$ cat config.mk
export PLATFORM = sky130hd
export DESIGN_NAME = pc_branch_unit_flat
export DESIGN_NICKNAME = d
export VERILOG_FILES = /design/src/rtl/pc_branch_unit_if.sv /design/src/rtl/pc_branch_unit.sv /design/src/flat_wrapper.sv
export SDC_FILE = /design/constraint.sdc
export NUM_CORES = 1
export LEC_CHECK = 0
export CORE_MARGIN = 3
export CORE_UTILIZATION = 35
export DETAILED_ROUTE_END_ITERATION = 7
export PLACE_DENSITY = 0.61
export SLEW_MARGIN = 25
export SYNTH_ARGS = -nofsm -noshare
export SYNTH_HDL_FRONTEND = slang
export SYNTH_SLANG_ARGS = --single-unit
export TNS_END_PERCENT = 1
$ cat constraint.sdc
create_clock -name clock -period 2.8 [get_ports clock]
set_input_delay 0.56 -clock clock [delete_from_list [all_inputs] [get_ports clock]]
set_output_delay 0.56 -clock clock [all_outputs]
set_load 0.01 [all_outputs]
$ cat src/rtl/pc_branch_unit_if.sv
// ---------------------------------------------------------------------------
// pc_branch_unit_if
// Bundles the control-unit side signals of the PC / branch unit.
//   start    : branch-sequence request (control unit -> unit)
//   inc_pc   : normal fetch increment request (control unit -> unit)
//   ir       : instruction register, [31:27] opcode, [18:0] displacement
//   con_q    : branch-condition result from the CON flip-flop
//   pc_out   : current program counter (unit -> control unit)
//   busy     : unit is in the middle of a branch sequence
//   done     : one-cycle pulse at the end of a branch sequence
//   taken    : branch outcome, valid with done, held until the next start
//   illegal  : one-cycle pulse with done when the opcode is not a branch
// master = control unit side, slave = pc_branch_unit side.
// ---------------------------------------------------------------------------
interface pc_branch_unit_if;
  logic        start;
  logic        inc_pc;
  logic [31:0] ir;
  logic        con_q;
  logic [31:0] pc_out;
  logic        busy;
  logic        done;
  logic        taken;
  logic        illegal;

  modport master (
    output start, inc_pc, ir, con_q,
    input  pc_out, busy, done, taken, illegal
  );

  modport slave (
    input  start, inc_pc, ir, con_q,
    output pc_out, busy, done, taken, illegal
  );
endinterface

$ cat src/rtl/pc_branch_unit.sv
// ---------------------------------------------------------------------------
// pc_branch_unit
// Program counter with a four-state conditional-branch sequencer.
// In IDLE the PC either increments (inc_pc) or a branch sequence is started
// (start, which wins over inc_pc). The sequence computes the target in EVAL,
// samples the branch condition in TARGET and updates the PC in COMMIT.
// Ports:
//   clock   : single clock, rising edge
//   clear_n : asynchronous active-low reset
//   bus     : pc_branch_unit_if.slave (start, inc_pc, ir, con_q in;
//             pc_out, busy, done, taken, illegal out)
// Parameters:
//   RESET_PC  : PC value loaded on reset
//   BR_OPCODE : ir[31:27] value identifying a conditional branch
// ---------------------------------------------------------------------------
module pc_branch_unit #(
  parameter logic [31:0] RESET_PC  = 32'h0000_0000,
  parameter logic [4:0]  BR_OPCODE = 5'b10010
) (
  input  logic              clock,
  input  logic              clear_n,
  pc_branch_unit_if.slave   bus
);

  typedef enum logic [1:0] {
    IDLE,
    EVAL,
    TARGET,
    COMMIT
  } state_t;

  state_t      state_q;
  logic [31:0] pc_q;
  logic [4:0]  ir_op_q;
  logic [18:0] ir_disp_q;
  logic [31:0] target_q;
  logic        taken_q;
  logic        busy_q;
  logic        done_q;
  logic        taken_out_q;
  logic        illegal_q;

  logic [31:0] pc_inc_d;
  logic [31:0] target_d;
  logic        opcode_ok;

  // Only the opcode and displacement fields of the instruction affect the
  // sequence, so only those bits are latched.
  // Bit 18 of the displacement is its sign; 32-bit adds wrap modulo 2^32.
  always_comb begin
    pc_inc_d  = pc_q + 32'd1;
    target_d  = pc_q + {{13{ir_disp_q[18]}}, ir_disp_q};
    opcode_ok = (ir_op_q == BR_OPCODE);
  end

  // Sequencer and all architectural registers. done and illegal default low
  // every cycle so they can only ever be one-cycle pulses out of COMMIT.
  // The externally visible taken flag is held after COMMIT and only cleared
  // when the next sequence is accepted.
  always_ff @(posedge clock or negedge clear_n) begin
    if (!clear_n) begin
      state_q     <= IDLE;
      pc_q        <= RESET_PC;
      ir_op_q     <= '0;
      ir_disp_q   <= '0;
      target_q    <= '0;
      taken_q     <= 1'b0;
      busy_q      <= 1'b0;
      done_q      <= 1'b0;
      taken_out_q <= 1'b0;
      illegal_q   <= 1'b0;
    end else begin
      done_q    <= 1'b0;
      illegal_q <= 1'b0;
      case (state_q)
        IDLE: begin
          if (bus.start) begin
            ir_op_q     <= bus.ir[31:27];
            ir_disp_q   <= bus.ir[18:0];
            taken_out_q <= 1'b0;
            busy_q      <= 1'b1;
            state_q     <= EVAL;
          end else if (bus.inc_pc) begin
            pc_q <= pc_inc_d;
          end
        end
        EVAL: begin
          target_q <= target_d;
          state_q  <= TARGET;
        end
        TARGET: begin
          taken_q <= bus.con_q;
          state_q <= COMMIT;
        end
        COMMIT: begin
          if (opcode_ok) begin
            if (taken_q) begin
              pc_q <= target_q;
            end
            taken_out_q <= taken_q;
          end else begin
            taken_out_q <= 1'b0;
            illegal_q   <= 1'b1;
          end
          done_q  <= 1'b1;
          busy_q  <= 1'b0;
          state_q <= IDLE;
        end
        default: begin
          state_q <= IDLE;
        end
      endcase
    end
  end

  assign bus.pc_out  = pc_q;
  assign bus.busy    = busy_q;
  assign bus.done    = done_q;
  assign bus.taken   = taken_out_q;
  assign bus.illegal = illegal_q;

endmodule

$ cat src/flat_wrapper.sv
// flat-port wrapper written by rule: the top's interface ports become plain ports
module pc_branch_unit_flat 
#(
  parameter logic [31:0] RESET_PC  = 32'h0000_0000,
  parameter logic [4:0]  BR_OPCODE = 5'b10010
)
  (clock, clear_n, bus_start, bus_inc_pc, bus_ir, bus_con_q, bus_pc_out, bus_busy, bus_done, bus_taken, bus_illegal);
  pc_branch_unit_if bus_i ();
  input  logic clock;
  input  logic clear_n;
  input wire logic [$bits(bus_i.start)-1:0] bus_start;
  input wire logic [$bits(bus_i.inc_pc)-1:0] bus_inc_pc;
  input wire logic [$bits(bus_i.ir)-1:0] bus_ir;
  input wire logic [$bits(bus_i.con_q)-1:0] bus_con_q;
  output wire logic [$bits(bus_i.pc_out)-1:0] bus_pc_out;
  output wire logic [$bits(bus_i.busy)-1:0] bus_busy;
  output wire logic [$bits(bus_i.done)-1:0] bus_done;
  output wire logic [$bits(bus_i.taken)-1:0] bus_taken;
  output wire logic [$bits(bus_i.illegal)-1:0] bus_illegal;
  assign bus_i.start = bus_start;
  assign bus_i.inc_pc = bus_inc_pc;
  assign bus_i.ir = bus_ir;
  assign bus_i.con_q = bus_con_q;
  assign bus_pc_out = bus_i.pc_out;
  assign bus_busy = bus_i.busy;
  assign bus_done = bus_i.done;
  assign bus_taken = bus_i.taken;
  assign bus_illegal = bus_i.illegal;
  pc_branch_unit #(.RESET_PC(RESET_PC), .BR_OPCODE(BR_OPCODE)) u_core (.clock(clock), .clear_n(clear_n), .bus(bus_i));
endmodule
==> results_dict.tcl <==
set metrics [dict create \
    status "completed" \
    max_freq_mhz 370 \
    wl_microns 16500 \
    vias 5376 \
    clock-sinks 95 \
    ys_seq_area_share_pct 39.4 \
    grt_setup_unrepaired "false" \
    cp.arrival_ns 2.99 \
    numPortBuffers 64 \
    finalMaxSlewViolations 0 \
    holdCritPathClass "in2async" \
    cp_max_fo 4 \
    max_slew_margin_pct 61.3 \
    syn_area_sq_mm 0.00604 \
    final_layout_size_suffix_gt1_share_pct 17.3 \
    core_area_sq_mm 0.0168 \
    hpwl_microns 12400 \
    setup_viol 0 \
    grt.met3_usage_pct 3.14 \
    cts_hold_buf 0 \
    synth_ff_type "dfrtp_1" \
    nFillCells 1593 \
    synthTopCellsByArea "dfrtp_1 (39%), mux2_2 (9.3%), ha_1 (7.5%)" \
    yosys_register_bits 95 \
    gr-usage-met1_pct 25.2 \
    hold_viol_final 0 \
    final_cells 959 \
    htreeDepth 3 \
    fin_util_pct 45.3 \
    startpoint_type "flip-flop" \
    grt_pass1_vias 5336 \
    grt_pass1_wl_microns 27300 \
    synth_cells 637 \
    start_util_pct 36.0 \
    p_per_area_mw_per_mm2 1370 \
    grtUsageTotal_pct 18.2 \
    clk_latency_ns 0.35 \
    rows 47 \
    cts_buffers 9 \
    maxCapViolCount 0 \
    synthArstFlopShare_pct 100 \
    die_h_microns 137 \
    finalCriticalPeriod_ns 2.70 \
    avgViaCountPerCell 5.61 \
    seqCellArea_sq_mm 0.00238 \
    gp_congestion 0.872 \
    drtPass1Iterations 5 \
    cts_root_buffer "clkbuf_16" \
    hold_ws_ns 0.198 \
    clkTransAtPathRegs_ns 0.07 \
    antenna_cells 0 \
    die_area_sq_mm 0.0189 \
    critPathRequiredTime_ns 3.09 \
    cts_tree "built" \
    dp.cells 943 \
    fin_crit_sh_pct 96.4 \
    synthToLayoutAreaGrowth_pct 25.7 \
    yosysWarnings 0 \
    synth.avg_cell_area_sq_um 9.48 \
    synth.most_common_cell "dfrtp_1" \
    drc 0 \
    synth_nets 711 \
    post_drt_wl_per_cell_microns 17.3 \
    use_met2_pct 29.3 \
    drt_iter0_markers 416 \
    overflow 0 \
    end_kind "flip-flop" \
    antenna_found_initial 0 \
    synth_edf_count 0 \
    ios 73 \
    clk_path_buf_depth 2 \
    worst_pin_slew_ns 0.580 \
    cts_setup_buffers 0 \
    antenna_left 0 \
    fin_worst_skew_ns 0.00697 \
    ir_drop_uv 517 \
    synthTopCellsByCount "dfrtp_1 (95), a21oi_1 (66), mux2_2 (50)" \
    final_net_count 808 \
    yosysTopAreaCellShare_pct 39.4 \
    grt_max_degree 56 \
    synth_cell_type_count 62 \
    leakagePower_nw 3.13 \
    crit_type "reg2reg" \
    synth_largest_area_cell "dfrtp_1" \
    busiest_layer "met2" \
    die_x_microns 137 \
    multiInputGateArea_sq_mm 0.00352 \
]
## sequential cells by signal, indices dropped and copies added, names as in the netlist
name,cells
u_core.bus.done,1
u_core.ir_disp_q,19
u_core.bus.pc_out,32
u_core.bus.busy,1
u_core.taken_q,1
u_core.ir_op_q,5
u_core.bus.illegal,1
u_core.target_q,32
u_core.state_q,2
u_core.bus.taken,1
## what timing repair did
item	in CTS	in global routing
endpoints found under the setup margin	4	9
gates cloned	0	0
pin swaps	2	2
resized for setup	4	6
## routing by layer
layer / part of all wire (%) / vias up
met3: 4.8 / 24
met4: 1.6 / 0
met2: 46 / 153
li1: - / 2584
met1: 47 / 2615
met5: 0 / -
## power by group
group          switching, mW  total (mW)  internal, mW
clock                  0.547        1.42         0.872
sequential             0.479        2.47          1.99
combinational           3.46        6.47          3.01
total                   4.49        10.4          5.88
## worst max-delay path, stage by stage, from the launching register on
cell       delay [ns]
dfrtp_1          0.41
ha_1             0.37
inv_1            0.10
o22ai_4          0.20
a2111oi_2        0.06
buf_4            0.15
o41a_1           0.43
or4_1            0.53
a211o_1          0.32
nand3_1          0.07
## worst paths after layout
path                                           start                  end  slack, ns  cells after the start
worst max-delay path            u_core.bus.pc_out[5]  u_core.target_q[30]       0.10                      9
min in group clock                 u_core.ir_op_q[1]   u_core.bus.illegal       0.46                      1
worst max register to register  u_core.bus.pc_out[5]  u_core.target_q[30]       0.10                      9
worst min register to register     u_core.ir_op_q[1]   u_core.bus.illegal       0.46                      1
worst min-delay path                         clear_n  u_core.ir_disp_q[9]       0.20                      1
max in group asynchronous                    clear_n  u_core.target_q[12]       1.90                      2
## kinds of logic (layout without fill, tap and decap cells)
logic type	after synthesis	count (layout)	synth area share, %
flip-flops	95	95	39.4
AO/OA/AOI/OAI	202	202	21.3
XOR/XNOR	26	26	3.77
buffers and inverters	44	146	2.80
AND/OR/NAND/NOR	175	175	14.3
adder cells (fa/ha/maj)	37	37	7.79
multiplexers	58	58	10.7
## placed cells by master (no fill, tap or decap), types with 4 or more instances in the layout
cell type        count
dfrtp_1             95
a21oi_1             65
clkdlybuf4s50_1     63
mux2_2              50
buf_4               48
nand2_1             44
o21ai_0             42
ha_1                36
nor2_1              34
nand3_1             26
nor3_1              20
xnor2_1             20
inv_1               17
a22oi_1             14
nand4_1             13
o22ai_1             12
and3_1              11
a21o_1              11
a31oi_1              9
clkbuf_16            9
mux2i_1              8
and2_1               6
o21ai_1              6
xor2_1               6
a221o_1              5
o21bai_1             5
nand2b_1             4
a211oi_1             4
## area by class of cell
class	count	share of cell area [%]
flip-flops and latches	95	31.3
well taps	220	3.63
repair buffers	112	13.3
inverters	18	0.890
multi-input cells	498	46.4
clock buffers	10	3.02
clock inverters	6	1.43
## through the flow
stage | area (sq um) | setup TNS, ns | setup slack, ns | power [mW]
2_1_floorplan | 6040 | 0 | 0.0174 | 6.75
3_3_place_gp | 7220 | -0.0925 | -0.0419 | 8.65
3_5_place_dp | 7220 | -0.329 | -0.132 | 8.82
4_1_cts | 7570 | 0 | 0.0427 | 10.3
5_1_grt | 7590 | 0 | 0.0120 | 11.2
6_report | 7590 | 0 | 0.100 | 10.4
No activity file was read; power rests on OpenSTA's default activity.
